**src/rtl/assert_handshake_multi_pkg.sv**
```systemverilog
// Shared types and constants for the multi-channel req/ack handshake checker.
package assert_handshake_multi_pkg;

  typedef enum logic [1:0] {
    ST_IDLE,
    ST_WAIT_ACK,
    ST_ACK,
    ST_RECOVER
  } ch_state_e;

  localparam int CODE_W = 3;

  localparam logic [CODE_W-1:0] CODE_NONE            = 3'd0;
  localparam logic [CODE_W-1:0] CODE_ACK_WITHOUT_REQ = 3'd1;
  localparam logic [CODE_W-1:0] CODE_MULTI_REQ       = 3'd2;
  localparam logic [CODE_W-1:0] CODE_MIN_ACK         = 3'd3;
  localparam logic [CODE_W-1:0] CODE_MAX_ACK         = 3'd4;
  localparam logic [CODE_W-1:0] CODE_REQ_DROP        = 3'd5;
  localparam logic [CODE_W-1:0] CODE_DEASSERT        = 3'd6;
  localparam logic [CODE_W-1:0] CODE_ACK_LENGTH      = 3'd7;

  // One flag per violation code, indexed by the code value itself.
  typedef logic [7:1] viol_t;

  function automatic logic [CODE_W-1:0] lowest_code(input viol_t viol);
    lowest_code = CODE_NONE;
    for (int i = 7; i >= 1; i--) begin
      if (viol[i]) lowest_code = i[CODE_W-1:0];
    end
  endfunction

endpackage

```
**src/rtl/assert_handshake_multi_ch.sv**
```systemverilog
// One handshake channel: protocol FSM, latency/length counter and fire register.
// X/Z detection on req/ack is compiled in when OVL_HANDSHAKE_XCHECK_EN is defined.
module assert_handshake_multi_ch
  import assert_handshake_multi_pkg::*;
#(
  parameter int CNT_W          = 8,
  parameter int MIN_ACK_CYCLE  = 0,
  parameter int MAX_ACK_CYCLE  = 0,
  parameter int REQ_DROP       = 0,
  parameter int DEASSERT_COUNT = 0,
  parameter int MAX_ACK_LENGTH = 0
) (
  input  logic              clk,
  input  logic              reset_n,
  input  logic              enable,
  input  logic              req,
  input  logic              ack,
  output logic              busy,
  output logic              fire,
  output logic [CODE_W-1:0] fire_code
);

  // Limits are compared one bit wider than the counter so LIMIT+1 never wraps.
  localparam logic [CNT_W:0] MIN_LIM  = (CNT_W+1)'(MIN_ACK_CYCLE);
  localparam logic [CNT_W:0] MAX_LIM  = (CNT_W+1)'(MAX_ACK_CYCLE + 1);
  localparam logic [CNT_W:0] DA_LIM   = (CNT_W+1)'(DEASSERT_COUNT + 1);
  localparam logic [CNT_W:0] ALEN_LIM = (CNT_W+1)'(MAX_ACK_LENGTH + 1);
  localparam logic [CNT_W-1:0] CNT_ONE = CNT_W'(1);

  ch_state_e         state_q, state_d;
  logic [CNT_W-1:0]  cnt_q, cnt_d, cnt_inc;
  logic [CNT_W:0]    cnt_ext;
  logic              req_prev_q, req_prev_d;
  logic              da_done_q, da_done_d;
  logic              alen_done_q, alen_done_d;
  logic              fire_q, fire_d;
  logic [CODE_W-1:0] code_q, code_d;
  logic              rise;
  viol_t             viol;

  assign rise    = req & ~req_prev_q;
  assign cnt_ext = {1'b0, cnt_q};
  assign cnt_inc = (cnt_q == {CNT_W{1'b1}}) ? cnt_q : cnt_q + 1'b1;

  // NOTE: every always_comb output gets a default first so no path infers a latch.
  always_comb begin
    state_d     = state_q;
    cnt_d       = cnt_q;
    req_prev_d  = req;
    da_done_d   = da_done_q;
    alen_done_d = alen_done_q;
    viol        = '0;

    unique case (state_q)
      ST_IDLE: begin
        if (rise) begin
          cnt_d = CNT_ONE;
          if (ack) begin
            state_d     = ST_ACK;
            da_done_d   = 1'b0;
            alen_done_d = 1'b0;
            viol[CODE_MIN_ACK] = (MIN_ACK_CYCLE != 0);
          end else begin
            state_d = ST_WAIT_ACK;
          end
        end else if (ack) begin
          viol[CODE_ACK_WITHOUT_REQ] = 1'b1;
        end
      end

      ST_WAIT_ACK: begin
        viol[CODE_MULTI_REQ] = rise;
        if (ack) begin
          state_d     = ST_ACK;
          cnt_d       = CNT_ONE;
          da_done_d   = 1'b0;
          alen_done_d = 1'b0;
          viol[CODE_MIN_ACK] = (MIN_ACK_CYCLE != 0) && (cnt_ext < MIN_LIM);
        end else begin
          viol[CODE_MAX_ACK]   = (MAX_ACK_CYCLE != 0) && (cnt_ext == MAX_LIM);
          viol[CODE_REQ_DROP]  = (REQ_DROP != 0) && !req;
          if (viol[CODE_MAX_ACK] || viol[CODE_REQ_DROP]) begin
            state_d = ST_RECOVER;
          end else if (!rise) begin
            cnt_d = cnt_inc;
          end
        end
      end

      ST_ACK: begin
        viol[CODE_MULTI_REQ] = rise;
        if ((DEASSERT_COUNT != 0) && !da_done_q && req && (cnt_ext == DA_LIM)) begin
          viol[CODE_DEASSERT] = 1'b1;
          da_done_d           = 1'b1;
        end
        if ((MAX_ACK_LENGTH != 0) && !alen_done_q && ack && (cnt_ext == ALEN_LIM)) begin
          viol[CODE_ACK_LENGTH] = 1'b1;
          alen_done_d           = 1'b1;
        end
        if (!ack) state_d = ST_IDLE;
        else      cnt_d   = cnt_inc;
      end

      ST_RECOVER: begin
        if (!req && !ack) state_d = ST_IDLE;
      end

      default: state_d = ST_IDLE;
    endcase

    fire_d = enable && (|viol);
    code_d = fire_d ? lowest_code(viol) : code_q;

`ifdef OVL_HANDSHAKE_XCHECK_EN
    // An unknown input freezes the channel for that cycle and reports code 0.
    if (enable && $isunknown({req, ack})) begin
      state_d     = state_q;
      cnt_d       = cnt_q;
      req_prev_d  = req_prev_q;
      da_done_d   = da_done_q;
      alen_done_d = alen_done_q;
      fire_d      = 1'b1;
      code_d      = CODE_NONE;
    end
`endif
  end

  // NOTE: sequential state uses non-blocking assignments so all flops update together.
  always_ff @(posedge clk) begin
    if (!reset_n) begin
      state_q     <= ST_IDLE;
      cnt_q       <= '0;
      req_prev_q  <= 1'b0;
      da_done_q   <= 1'b0;
      alen_done_q <= 1'b0;
      fire_q      <= 1'b0;
      code_q      <= CODE_NONE;
    end else begin
      state_q     <= state_d;
      cnt_q       <= cnt_d;
      req_prev_q  <= req_prev_d;
      da_done_q   <= da_done_d;
      alen_done_q <= alen_done_d;
      fire_q      <= fire_d;
      code_q      <= code_d;
    end
  end

  assign busy      = (state_q == ST_WAIT_ACK) || (state_q == ST_ACK);
  assign fire      = fire_q;
  assign fire_code = code_q;

endmodule

```
**src/rtl/assert_handshake_multi.sv**
```systemverilog
// Multi-channel req/ack handshake checker: one independent checker per channel.
// Optional X/Z input detection is enabled by defining OVL_HANDSHAKE_XCHECK_EN.
module assert_handshake_multi
  import assert_handshake_multi_pkg::*;
#(
  parameter int NUM_CH         = 4,
  parameter int CNT_W          = 8,
  parameter int MIN_ACK_CYCLE  = 0,
  parameter int MAX_ACK_CYCLE  = 0,
  parameter int REQ_DROP       = 0,
  parameter int DEASSERT_COUNT = 0,
  parameter int MAX_ACK_LENGTH = 0
) (
  input  logic                     clk,
  input  logic                     reset_n,
  input  logic                     enable,
  input  logic [NUM_CH-1:0]        req,
  input  logic [NUM_CH-1:0]        ack,
  output logic [NUM_CH-1:0]        busy,
  output logic [NUM_CH-1:0]        fire,
  output logic [CODE_W*NUM_CH-1:0] fire_code
);

  if (NUM_CH < 1) begin : g_bad_num_ch
    $error("assert_handshake_multi: NUM_CH must be >= 1");
  end
  if ((CNT_W < 1) || (CNT_W > 30)) begin : g_bad_cnt_w
    $error("assert_handshake_multi: CNT_W must be in 1..30");
  end
  if ((MIN_ACK_CYCLE < 0) || (MIN_ACK_CYCLE >= (1 << CNT_W)) ||
      (MAX_ACK_CYCLE < 0) || (MAX_ACK_CYCLE >= (1 << CNT_W)) ||
      (DEASSERT_COUNT < 0) || (DEASSERT_COUNT >= (1 << CNT_W)) ||
      (MAX_ACK_LENGTH < 0) || (MAX_ACK_LENGTH >= (1 << CNT_W))) begin : g_bad_limit
    $error("assert_handshake_multi: every limit must lie in 0..2**CNT_W-1");
  end
  if ((MAX_ACK_CYCLE != 0) && (MAX_ACK_CYCLE < MIN_ACK_CYCLE)) begin : g_bad_min_max
    $error("assert_handshake_multi: MAX_ACK_CYCLE must be >= MIN_ACK_CYCLE");
  end
  if ((REQ_DROP != 0) && (REQ_DROP != 1)) begin : g_bad_req_drop
    $error("assert_handshake_multi: REQ_DROP must be 0 or 1");
  end

  for (genvar c = 0; c < NUM_CH; c++) begin : g_ch
    assert_handshake_multi_ch #(
      .CNT_W          (CNT_W),
      .MIN_ACK_CYCLE  (MIN_ACK_CYCLE),
      .MAX_ACK_CYCLE  (MAX_ACK_CYCLE),
      .REQ_DROP       (REQ_DROP),
      .DEASSERT_COUNT (DEASSERT_COUNT),
      .MAX_ACK_LENGTH (MAX_ACK_LENGTH)
    ) u_ch (
      .clk       (clk),
      .reset_n   (reset_n),
      .enable    (enable),
      .req       (req[c]),
      .ack       (ack[c]),
      .busy      (busy[c]),
      .fire      (fire[c]),
      .fire_code (fire_code[CODE_W*c +: CODE_W])
    );
  end

endmodule

```
**config.mk**
```make
export PLATFORM = sky130hd
export DESIGN_NAME = assert_handshake_multi
export DESIGN_NICKNAME = d
export VERILOG_FILES = /design/src/rtl/assert_handshake_multi_pkg.sv /design/src/rtl/assert_handshake_multi_ch.sv /design/src/rtl/assert_handshake_multi.sv
export SDC_FILE = /design/constraint.sdc
export NUM_CORES = 1
export LEC_CHECK = 0
export CORE_MARGIN = 2
export CORE_UTILIZATION = 50
export DETAILED_ROUTE_END_ITERATION = 10
export GPL_TIMING_DRIVEN = 0
export PLACE_DENSITY = 0.81
export SYNTH_ARGS = -nofsm -noshare
export SYNTH_HDL_FRONTEND = slang
export SYNTH_HIERARCHICAL = 1
export SYNTH_SLANG_ARGS = --single-unit
```
**constraint.sdc**
```tcl
create_clock -name clk -period 3.3 [get_ports clk]
set_clock_uncertainty 0.1 [all_clocks]
set_input_delay 0.66 -clock clk [delete_from_list [all_inputs] [get_ports clk]]
set_output_delay 0.66 -clock clk [all_outputs]
set_load 0.1 [all_outputs]
```
---- Yosys cells after proc, flatten, opt, wreduce, memory -nomap -nowiden ----
Cells that the tools add are included.
storage, ports and cells
  register bits after elaboration ......... 28
  input port bits ......................... 11
  output and inout port bits .............. 20
  logic and storage cells ................. 136
cells by class
  equality and inequality tests ........... 28
  multiplexer cells ....................... 48
  bitwise gates (word level) .............. 8
  reductions and logical operators ........ 36
operator list
  operator            number
  $mux 2              28
  $pmux 2 s4          4
  $eq 2x2->1 const B  8
  $mux 1              16
  $ne 2x1->1 const B  8
  $ne 2x2->1 const B  8
  $reduce_and 4->1    4
  $reduce_or 2->1     8
  $eq 2x1->1 const B  4
  $logic_and 1x1->1   8
  $logic_not 1->1     8
  $logic_not 2->1     4
  $and 1x1->1         4
  $logic_or 1x1->1    4
  $not 1->1           4

---- Longest topological paths before layout ----
Gate-level depths: netlist (run 1).
  depth after elaboration ................. 6
  depth in mapped cells ................... 5

---- By module ----
Netlist (run 1), hierarchy kept.
by module, submodules not included
  module                     instances  cells each  area each (µm²)  sequential area each (µm²)
  assert_handshake_multi_ch  4          36          361.6            120.1

---- Worst setup path before layout (run 1) ----
No wires, ideal clock.
  path type ............................... reg-to-output
  start point ............................. register g_ch[0].u_ch.state_q[0]
  end point ............................... output busy[0]
  data arrival time ....................... 1,285 ps
  required time ........................... 2,540 ps
  path slack .............................. 1,255 ps
  cell stages (with the launch flop) ...... 3
  buffers on the path ..................... 0
  path through ............................ dfxtp_1 > inv_1 > ha_1
between the ends
  longest elaborated chain between the ends .. 2
  elaborated cells between the ends (all ways) .. 3
  those cells by class .................... 2 x eq/ne; 1 x reduce/logical
RTL lines
  item                                             RTL line                          source
  start, declared                                  assert_handshake_multi_ch.sv:30   ch_state_e state_q, state_d;
  start signal, assigned                           assert_handshake_multi_ch.sv:139  state_q <= state_d;
  $eq 2x1->1 / $eq 2x2->1 (equally long branches)  assert_handshake_multi_ch.sv:149  assign busy = (state_q == ST_WAIT_ACK) || (state_q == ST_ACK);
  $logic_or 1x1->1 *                               assert_handshake_multi_ch.sv:149
  end, declared                                    assert_handshake_multi.sv:19      output logic [NUM_CH-1:0] busy,
Mark *: on every way between the ends. The rest lies on a longest branch, timed or not.

---- Final worst setup path (run 1) ----
  start point ............................. register g_ch[3].u_ch.state_q[0]
  end point ............................... output busy[3]
between the ends
  longest elaborated chain between the ends .. 2
  elaborated cells between the ends (all ways) .. 3
  those cells by class .................... 2 x eq/ne; 1 x reduce/logical
RTL lines
  item                                             RTL line
  start, declared                                  assert_handshake_multi_ch.sv:30
  start signal, assigned                           assert_handshake_multi_ch.sv:139
  $eq 2x1->1 / $eq 2x2->1 (equally long branches)  assert_handshake_multi_ch.sv:149
  $logic_or 1x1->1 *                               assert_handshake_multi_ch.sv:149
Marks and branches as above.

==> impl_metrics.py, run 1 <==
metrics = {
    "synthesis": {
        "netlist_area_mm2": 0.00145,
        "yosysWarningCount": 6,
        "ys_ff_latch": 24,
        "synth_cell_types": 19,
        "seq_area_frac_synth_pct": 33.2,
        "syn_nets": 175,
        "syn_inst": 144,
        "avgSynthCellArea_um2": 10.0,
    },
    "clock_tree": {
        "clockRootBuffer": "clkbuf_4",
        "numClockSinks": 24,
        "insertion_delay_ns": 0.32,
        "cts-buffers-inserted": 3,
        "postCtsHoldBufs": 0,
        "htree_num_levels": 1,
        "ctsResizeCount": 0,
        "cts_setup_buffers": 0,
        "cts_tree": "done",
        "cts_buffer_depth": 2,
        "clk_pin_slew_worst_paths_ns": 0.13,
    },
    "power": {
        "swShare_pct": 41.4,
        "p_clk_share_pct": 22.0,
        "power.density_mw_per_mm2": 545,
        "seqPwrFrac_pct": 34.2,
        "p_leak_nw": 0.755,
        "pwr-share-comb_pct": 43.7,
        "peakVddDrop_v": 0.000322,
        "p_int_uw": 574,
        "switching_power_uw": 406,
    },
    "status": {
        "status": "finished clean",
    },
    "routing": {
        "via_count": 1092,
        "wl_per_cell_um": 13.5,
        "antenna_left": 0,
        "drt_iter0_drc": 12,
        "viasPerCell": 5.33,
        "first_pass_iters": 4,
        "wl_um": 2770,
        "drc": 0,
    },
    "die": {
        "rows": 19,
        "die_w_um": 57.8,
        "die_area_mm2": 0.00334,
        "die_h_um": 57.8,
        "start_util_pct": 52.5,
        "core_mm2": 0.00276,
        "ios": 31,
    },
    "final_layout": {
        "finalNetCount": 206,
        "n_antenna_cell": 0,
        "syn_to_final_growth_pct": 24.3,
        "layout-drive-gt1-share_pct": 13.8,
        "final_cell_mix": "26 x clkdlybuf4s50_1, 24 x dfxtp_1, 20 x ha_1, 16 x inv_1, 16 x nand2_1",
        "final_common_cell": "clkdlybuf4s50_1",
        "final.fill_count": 244,
    },
    "timing": {
        "finalCritPeriodShare_pct": 92.7,
        "max_freq_mhz": 327,
        "hold_slack_ns": 0.382,
        "maxSlewHeadroom_pct": 33.4,
        "drv_slew": 0,
        "rsz0062_at_grt": "no",
        "setup_viol_count_final": 0,
        "tightestPinTransition_ns": 0.996,
        "period_minus_slack_ns": 3.06,
        "hold_violations": 0,
        "tns_ns": 0,
    },
    "grt": {
        "grt_usage_pct": 18.0,
        "grt_pass1_vias": 1160,
        "grt_first_pass_wirelength_um": 4800,
        "grt_start_max_net_pins": 33,
        "grt_antenna_before_repair": 0,
        "grt.overflow.total": 0,
    },
    "worst_setup_path": {
        "r2r_slack_ns": 1.73,
        "end_kind": "output port",
        "cp_slowest_stage_delay_ns": 1.14,
        "cp_max_fo": 4,
        "critPathTopFamily": "buffers and inverters",
        "startpoint_type": "register",
        "path_cells": "inv_1 > ha_1 > clkdlybuf4s50_1",
        "critPathSlowestCell": "clkdlybuf4s50_1",
        "crit_required_ns": 2.54,
        "critPathBufInv": 2,
        "critPathKind": "register to output port",
        "crit_arrival_ns": 2.30,
    },
    "place": {
        "routabilityCongestion": 0.833,
        "dp_hpwl_um": 2130,
        "io_buffers": 26,
    },
    "job": {
        "max_cap_violations": 0,
    },
    "min_path": {
        "hold_path.class": "register to register",
    },
}
==> layout make-up <==
type                            count  area, um2  share of cell area [%]
Multi-Input combinational cell    100        876                    48.7
Clock buffer                        3       22.5                    1.25
Clock inverter                      1       30.0                    1.67
Inverter                           16       60.1                    3.34
Tap cell                           31       38.8                    2.16
Sequential cell                    24        480                    26.7
Buffer                              4       30.0                    1.67
Timing Repair Buffer               26        260                    14.5
==> power by group through the flow <==
stage	Sequential, mW	Combinational [mW]	Clock [mW]
after CTS	0.336	0.431	0.226
after detailed placement	0.342	0.428	0
after floorplan	0.412	0.267	0
after global placement	0.339	0.417	0
after global routing	0.339	0.454	0.233
final	0.335	0.429	0.216
==> registers in the layout (all words and copies together), names as in the netlist <==
| signal | flops |
|---|---|
| g_ch.u_ch/fire | 4 |
| g_ch.u_ch/state_q | 8 |
| g_ch.u_ch/fire_code | 8 |
| g_ch.u_ch/req_prev_q | 4 |
==> worst register-to-register path, cell delays in order, from the launching register on <==
cell and delay, ns:
dfxtp_1 0.40, inv_1 0.09, ha_1 0.20, a211oi_2 0.22, a2bb2oi_2 0.24, mux2i_1 0.24
==> synthesized netlist by cell type <==
cell type	number	share of area (%)
dfxtp_1	24	33
ha_1	20	17
inv_1	16	4.2
nand2_1	16	4.2
a21boi_0	8	4.2
mux2i_1	8	5.5
a211oi_2	4	3.5
a2bb2oi_2	4	4.2
a41oi_1	4	2.4
and2_1	4	1.7
buf_4	4	2.1
conb_1	4	1.0
mux2_2	4	3.1
nand2b_1	4	1.7
nand3b_1	4	2.1
nand4_1	4	1.7
nand4b_1	4	2.4
nor3b_2	4	3.5
o21a_1	4	2.1
==> kinds of logic (layout without fill, tap and decap cells) <==
group | after synthesis | in the layout | share of synthesized area (%)
other | 4 | 4 | 1.04
AO/OA/AOI/OAI | 24 | 24 | 16.3
AND/OR/NAND/NOR | 40 | 40 | 17.3
flip-flops | 24 | 24 | 33.2
buffers and inverters | 20 | 50 | 6.23
adder cells (fa/ha/maj) | 20 | 20 | 17.3
multiplexers | 12 | 12 | 8.65
==> routing by layer <==
layer	GRT usage [%]	routed length, um
met1	20.0	1130
met2	34.6	1520
met3	2.68	85
met4	5.65	36
met5	0	0
==> path summary, 6_finish.rpt <==
check	start	end	depth (start not counted)
setup reg to reg	g_ch[1].u_ch/state_q[1]	g_ch[1].u_ch/state_q[0]	5
hold / removal	g_ch[1].u_ch/fire_code[0]	g_ch[1].u_ch/fire_code[0]	2
hold reg to reg	g_ch[1].u_ch/fire_code[0]	g_ch[1].u_ch/fire_code[0]	2
setup / recovery	g_ch[3].u_ch/state_q[0]	busy[3]	3
==> per-stage QoR <==
| stage | total power, mW | setup WS, ns | instances | utilization, % | cell area (um2) |
|---|---|---|---|---|---|
| 2_1_floorplan | 0.679 | 1.25 | 144 | - | 1450 |
| 3_3_place_gp | 0.756 | 0.651 | 201 | 63.3 | 1750 |
| 3_5_place_dp | 0.771 | 0.605 | 201 | 63.3 | 1750 |
| 4_1_cts | 0.992 | 0.210 | 205 | 65.2 | 1800 |
| 5_1_grt | 1.03 | 0.127 | 205 | 65.2 | 1800 |
| 6_report | 0.980 | 0.241 | 205 | 65.2 | 1800 |
Note: power is estimated with default switching activity, not from simulation.
==> inputs of run 2 (changes only) <==
--- a/config.mk
+++ b/config.mk
@@ -5,7 +5,7 @@
 export SDC_FILE = /design/constraint.sdc
 export NUM_CORES = 1
 export LEC_CHECK = 0
-export CORE_MARGIN = 2
+export CORE_MARGIN = 8
 export CORE_UTILIZATION = 50
 export DETAILED_ROUTE_END_ITERATION = 10
 export GPL_TIMING_DRIVEN = 0
==> run 2 against run 1 <==
- count of clock-buffer cells in the layout is the same
- die area grew 46%
- routed wire length grew 7.3%
- critical path depth is the same
- via count grew 1.8%
- worst setup slack lost 0.014 ns
- non-clock buffer count is the same
- first-iteration DRC count grew to 4.7 times the previous value
- critical endpoint unchanged
- largest cell class unchanged
- largest power group unchanged
==> impl_metrics.py, run 2 (synthesized netlist as in run 1, its figures left out) <==
metrics = {
    "final_layout": {
        "layout-drive-gt1-share_pct": 13.8,
        "final_area_mm2": 0.00180,
        "multi_input_area_um2": 876,
        "final_common_cell": "clkdlybuf4s50_1",
        "final.fill_count": 232,
        "final_cell_mix": "26 x clkdlybuf4s50_1, 24 x dfxtp_1, 20 x ha_1, 16 x inv_1, 16 x nand2_1",
        "n_antenna_cell": 0,
        "register_area_um2": 480,
        "syn_to_final_growth_pct": 24.3,
        "finalNetCount": 206,
    },
    "timing": {
        "drv_slew": 0,
        "period_minus_slack_ns": 3.07,
        "rsz0062_at_grt": "no",
        "tightestPinTransition_ns": 0.992,
        "maxSlewHeadroom_pct": 33.7,
        "setup_viol_count_final": 0,
        "tns_ns": 0,
        "hold_violations": 0,
        "finalCritPeriodShare_pct": 93.1,
        "max_freq_mhz": 325,
    },
    "worst_setup_path": {
        "startpoint": "g_ch[3].u_ch/state_q[0]",
        "startpoint_type": "register",
        "r2r_slack_ns": 1.69,
        "cp_slowest_stage_delay_ns": 1.15,
        "critPathSlowestCell": "clkdlybuf4s50_1",
        "path_cells": "inv_1 > ha_1 > clkdlybuf4s50_1",
        "crit_arrival_ns": 2.31,
        "critPathKind": "register to output port",
        "cp_max_fo": 4,
        "r2r-end": "g_ch[0].u_ch/state_q[0]",
        "end_kind": "output port",
        "reg2reg_depth": 5,
        "crit_end": "busy[3]",
        "crit_required_ns": 2.54,
        "rr_startpoint": "g_ch[0].u_ch/state_q[1]",
    },
    "clock_tree": {
        "clk_pin_slew_worst_paths_ns": 0.14,
        "cts-buffers-inserted": 3,
        "cts_buffer_depth": 2,
        "postCtsHoldBufs": 0,
        "ctsResizeCount": 0,
        "htree_num_levels": 1,
        "insertion_delay_ns": 0.32,
        "clockRootBuffer": "clkbuf_4",
        "cts_setup_buffers": 0,
        "cts_tree": "done",
        "numClockSinks": 24,
    },
    "place": {
        "io_buffers": 26,
        "place_area_mm2": 0.00175,
        "routabilityCongestion": 0.796,
        "dp_hpwl_um": 2310,
    },
    "routing": {
        "drt_iter0_drc": 56,
        "first_pass_iters": 4,
        "via_count": 1112,
        "drc": 0,
        "viasPerCell": 5.42,
        "wl_per_cell_um": 14.5,
        "antenna_left": 0,
        "wl_um": 2970,
    },
    "grt": {
        "grt_pass1_vias": 1178,
        "grt_first_pass_wirelength_um": 5210,
        "use_met3_pct": 4.15,
        "grt_usage_pct": 12.4,
        "grt_antenna_before_repair": 0,
        "grt_start_max_net_pins": 33,
        "use_met2_pct": 22.6,
        "grtUsageMet1_pct": 12.2,
        "grt.overflow.total": 0,
        "busiest_layer": "met2",
    },
    "min_path": {
        "hold_path.class": "register to register",
    },
    "die": {
        "rows": 19,
        "start_util_pct": 52.5,
        "die_area_mm2": 0.00487,
        "ios": 31,
        "die_h_um": 69.8,
        "core_mm2": 0.00276,
        "die_w_um": 69.8,
    },
    "power": {
        "power.density_mw_per_mm2": 544,
        "p_leak_nw": 0.755,
        "peakVddDrop_v": 0.000451,
    },
    "status": {
        "status": "finished clean",
    },
    "job": {
        "max_cap_violations": 0,
    },
}
==> run 2: area by class of cell <==
type / instances / share of cell area [%]
timing repair buffer: 26 / 14.5
clock inverter: 1 / 1.67
buffer: 4 / 1.67
sequential: 24 / 26.7
multi-input combinational: 100 / 48.7
clock buffer: 3 / 1.25
inverter: 16 / 3.34
tap: 31 / 2.16
==> run 2: how the worst min path moves through the flow <==
stage	startpoint	endpoint	slack, ns	cells past startpoint
6_report	g_ch[3].u_ch/fire_code[0]	g_ch[3].u_ch/fire_code[0]	0.38	2
5_1_grt	g_ch[2].u_ch/fire_code[0]	g_ch[2].u_ch/fire_code[0]	0.41	2
4_1_cts	g_ch[3].u_ch/fire_code[0]	g_ch[3].u_ch/fire_code[0]	0.38	2
3_5_place_dp	g_ch[3].u_ch/fire_code[0]	g_ch[3].u_ch/fire_code[0]	0.37	2
3_3_place_gp	g_ch[3].u_ch/fire_code[0]	g_ch[3].u_ch/fire_code[0]	0.36	2
2_1_floorplan	g_ch[0].u_ch/state_q[1]	g_ch[0].u_ch/state_q[1]	0.37	2
==> run 2: worst max-delay path, delay by kind of cell (launching register included) <==
family,cells,cell delay (ns)
adders and majority gates,1,0.33
buffers and inverters,2,1.25
DFF,1,0.41
==> run 2: through the flow <==
stage	worst slack [ns]	instances	utilization [%]	hold slack, ns	power [mW]
finish	0.227	205	65.2	0.377	0.979
global route	0.136	205	65.2	0.412	1.03
CTS	0.199	205	65.2	0.384	0.988
detailed placement	0.579	201	63.3	0.366	0.773
global placement	0.640	201	63.3	0.357	0.759
floorplan	1.25	144	-	0.368	0.679
==> run 2: layer usage <==
metal	wire length [um]	up-vias	share of wire [%]
met1	1160	521	39
met2	1540	34	52
met5	0	-	0
met3	183	10	6.2
li1	-	547	-
met4	80	0	2.7
==> run 2: where the power goes <==
| group | internal (mW) | leakage (nW) | switching, mW |
|---|---|---|---|
| Sequential | 0.316 | 0.197 | 0.0200 |
| Combinational | 0.135 | 0.531 | 0.296 |
| Clock | 0.123 | 0.0279 | 0.0889 |
==> inputs of run 3 (changes only) <==
--- a/config.mk
+++ b/config.mk
@@ -5,7 +5,7 @@
 export SDC_FILE = /design/constraint.sdc
 export NUM_CORES = 1
 export LEC_CHECK = 0
-export CORE_MARGIN = 8
+export CORE_MARGIN = 2
 export CORE_UTILIZATION = 50
 export DETAILED_ROUTE_END_ITERATION = 10
 export GPL_TIMING_DRIVEN = 0
==> constraint.sdc (replaced) <==
create_clock -name clk -period 3.1 [get_ports clk]
set_clock_uncertainty 0.1 [all_clocks]
set_input_delay 0.62 -clock clk [delete_from_list [all_inputs] [get_ports clk]]
set_output_delay 0.62 -clock clk [all_outputs]
set_load 0.1 [all_outputs]
==> run 3 against run 2 <==
- worst setup slack got worse by 0.13 ns
- count of clock-buffer cells in the layout did not move
- sequential power rose by 6.3%
==> impl_metrics.py, run 3 (synthesized netlist as in run 1, its figures left out) <==
metrics = {
    "status": {
        "status": "finished clean",
    },
    "final_layout": {
        "final_common_cell": "clkdlybuf4s50_1",
        "final_core_utilization_pct": 65.3,
        "final.fill_count": 244,
        "final_cell_mix": "25 x clkdlybuf4s50_1, 24 x dfxtp_1, 20 x ha_1, 16 x inv_1, 16 x nand2_1",
        "layout-drive-gt1-share_pct": 13.8,
        "n_antenna_cell": 0,
        "finalNetCount": 206,
        "syn_to_final_growth_pct": 24.5,
    },
    "timing": {
        "rsz0062_at_grt": "no",
        "setup_viol_count_final": 0,
        "period_minus_slack_ns": 3.00,
        "max_freq_mhz": 333,
        "drv_slew": 0,
        "maxSlewHeadroom_pct": 33.4,
        "finalCritPeriodShare_pct": 96.9,
        "hold_violations": 0,
        "tightestPinTransition_ns": 0.996,
        "tns_ns": 0,
    },
    "routing": {
        "wl_um": 2770,
        "drc": 0,
        "viasPerCell": 5.33,
        "first_pass_iters": 4,
        "via_count": 1092,
        "wl_per_cell_um": 13.5,
        "antenna_left": 0,
        "drt_iter0_drc": 12,
    },
    "job": {
        "max_cap_violations": 0,
    },
    "worst_setup_path": {
        "crit_required_ns": 2.38,
        "cp_slowest_stage_delay_ns": 1.13,
        "r2r_slack_ns": 1.53,
        "startpoint_type": "register",
        "crit_arrival_ns": 2.28,
        "cp_max_fo": 4,
        "path_depth": 3,
        "critPathTopFamily": "buffers and inverters",
        "startpoint": "g_ch[1].u_ch/state_q[0]",
        "end_kind": "output port",
        "reg2reg_depth": 5,
        "rr_startpoint": "g_ch[1].u_ch/state_q[1]",
        "r2r-end": "g_ch[1].u_ch/state_q[0]",
        "crit_end": "busy[1]",
        "critPathBufInv": 2,
        "critPathSlowestCell": "clkdlybuf4s50_1",
        "path_cells": "inv_1 > ha_1 > clkdlybuf4s50_1",
        "critPathKind": "register to output port",
    },
    "clock_tree": {
        "cts_setup_buffers": 0,
        "insertion_delay_ns": 0.32,
        "cts_tree": "done",
        "cts-buffers-inserted": 3,
        "numClockSinks": 24,
        "cts_buffer_depth": 2,
        "clockRootBuffer": "clkbuf_4",
        "htree_num_levels": 1,
        "clk_pin_slew_worst_paths_ns": 0.13,
    },
    "power": {
        "power.density_mw_per_mm2": 579,
        "p_leak_nw": 0.771,
        "peakVddDrop_v": 0.000343,
        "power_mw": 1.04,
    },
    "grt": {
        "grt_antenna_before_repair": 0,
        "grt_first_pass_wirelength_um": 4800,
        "grt.overflow.total": 0,
        "grt_start_max_net_pins": 33,
        "grt_usage_pct": 18.0,
        "grt_pass1_vias": 1160,
    },
    "min_path": {
        "hp-start": "g_ch[1].u_ch/fire_code[0]",
        "hold_path.class": "register to register",
    },
    "die": {
        "rows": 19,
        "core_mm2": 0.00276,
        "start_util_pct": 52.5,
        "die_w_um": 57.8,
        "die_h_um": 57.8,
        "ios": 31,
        "die_area_mm2": 0.00334,
    },
    "place": {
        "io_buffers": 26,
        "routabilityCongestion": 0.833,
        "dp_hpwl_um": 2130,
    },
}
==> run 3: cell types whose count changed in the layout (fill, tap and decap cells not counted) <==
| cell | change |
|---|---|
| clkdlybuf4s50_1 | -1 |
| dlymetal6s2s_1 | +1 |
==> run 3: worst reg2reg max path, cell delays in order (launching register included) <==
cell	delay (ns)
dfxtp_1	0.40
inv_1	0.09
ha_1	0.20
a211oi_2	0.22
a2bb2oi_2	0.24
mux2i_1	0.24
==> run 3: per-layer routing <==
layer  GRT usage (%)  up-vias  part of all wire (%)
li1                -      549                     -
met1            20.0      515                    41
met2            34.6       24                    55
met3            2.68        4                   3.2
met4            5.65        0                   1.3
met5               0        -                     0
==> run 3: what timing repair did <==
item	4_1_cts	5_1_grt
gates resized for setup	0	1
setup endpoints to repair	0	1
hold buffers	0	0
endpoints found under the hold margin	0	0
==> run 3: power breakdown <==
| group | leakage (nW) | switching, mW | internal (mW) |
|---|---|---|---|
| registers | 0.197 | 0.0209 | 0.336 |
| logic | 0.546 | 0.312 | 0.143 |
| clock network | 0.0279 | 0.0987 | 0.131 |
==> run 3: through the flow <==
| stage | std cells | setup WS (ns) | hold slack (ns) | instance area, um2 |
|---|---|---|---|---|
| 4_1_cts | 205 | 0.0495 | 0.389 | 1800 |
| 6_report | 205 | 0.0971 | 0.382 | 1800 |
| 3_3_place_gp | 201 | 0.491 | 0.356 | 1750 |
| 2_1_floorplan | 144 | 1.09 | 0.368 | 1450 |
| 3_5_place_dp | 201 | 0.445 | 0.370 | 1750 |
| 5_1_grt | 205 | 0.0133 | 0.415 | 1800 |
==> run 3: worst min path at each step <==
stage	cells after the start	to
after detailed placement	2	g_ch[1].u_ch/fire_code[0]
after global routing	2	g_ch[1].u_ch/fire_code[0]
final	2	g_ch[1].u_ch/fire_code[0]
after floorplan	2	g_ch[0].u_ch/state_q[1]
after CTS	2	g_ch[1].u_ch/fire_code[0]
after global placement	2	g_ch[2].u_ch/fire_code[0]
==> run 3: cell type report <==
class	instances	area, um2	area share [%]
inverters	16	60.1	3.34
flip-flops and latches	24	480	26.7
clock buffers	3	22.5	1.25
clock inverters	1	30.0	1.67
plain buffers	4	30.0	1.67
multi-input cells	100	876	48.6
well taps	31	38.8	2.15
repair buffers	26	263	14.6
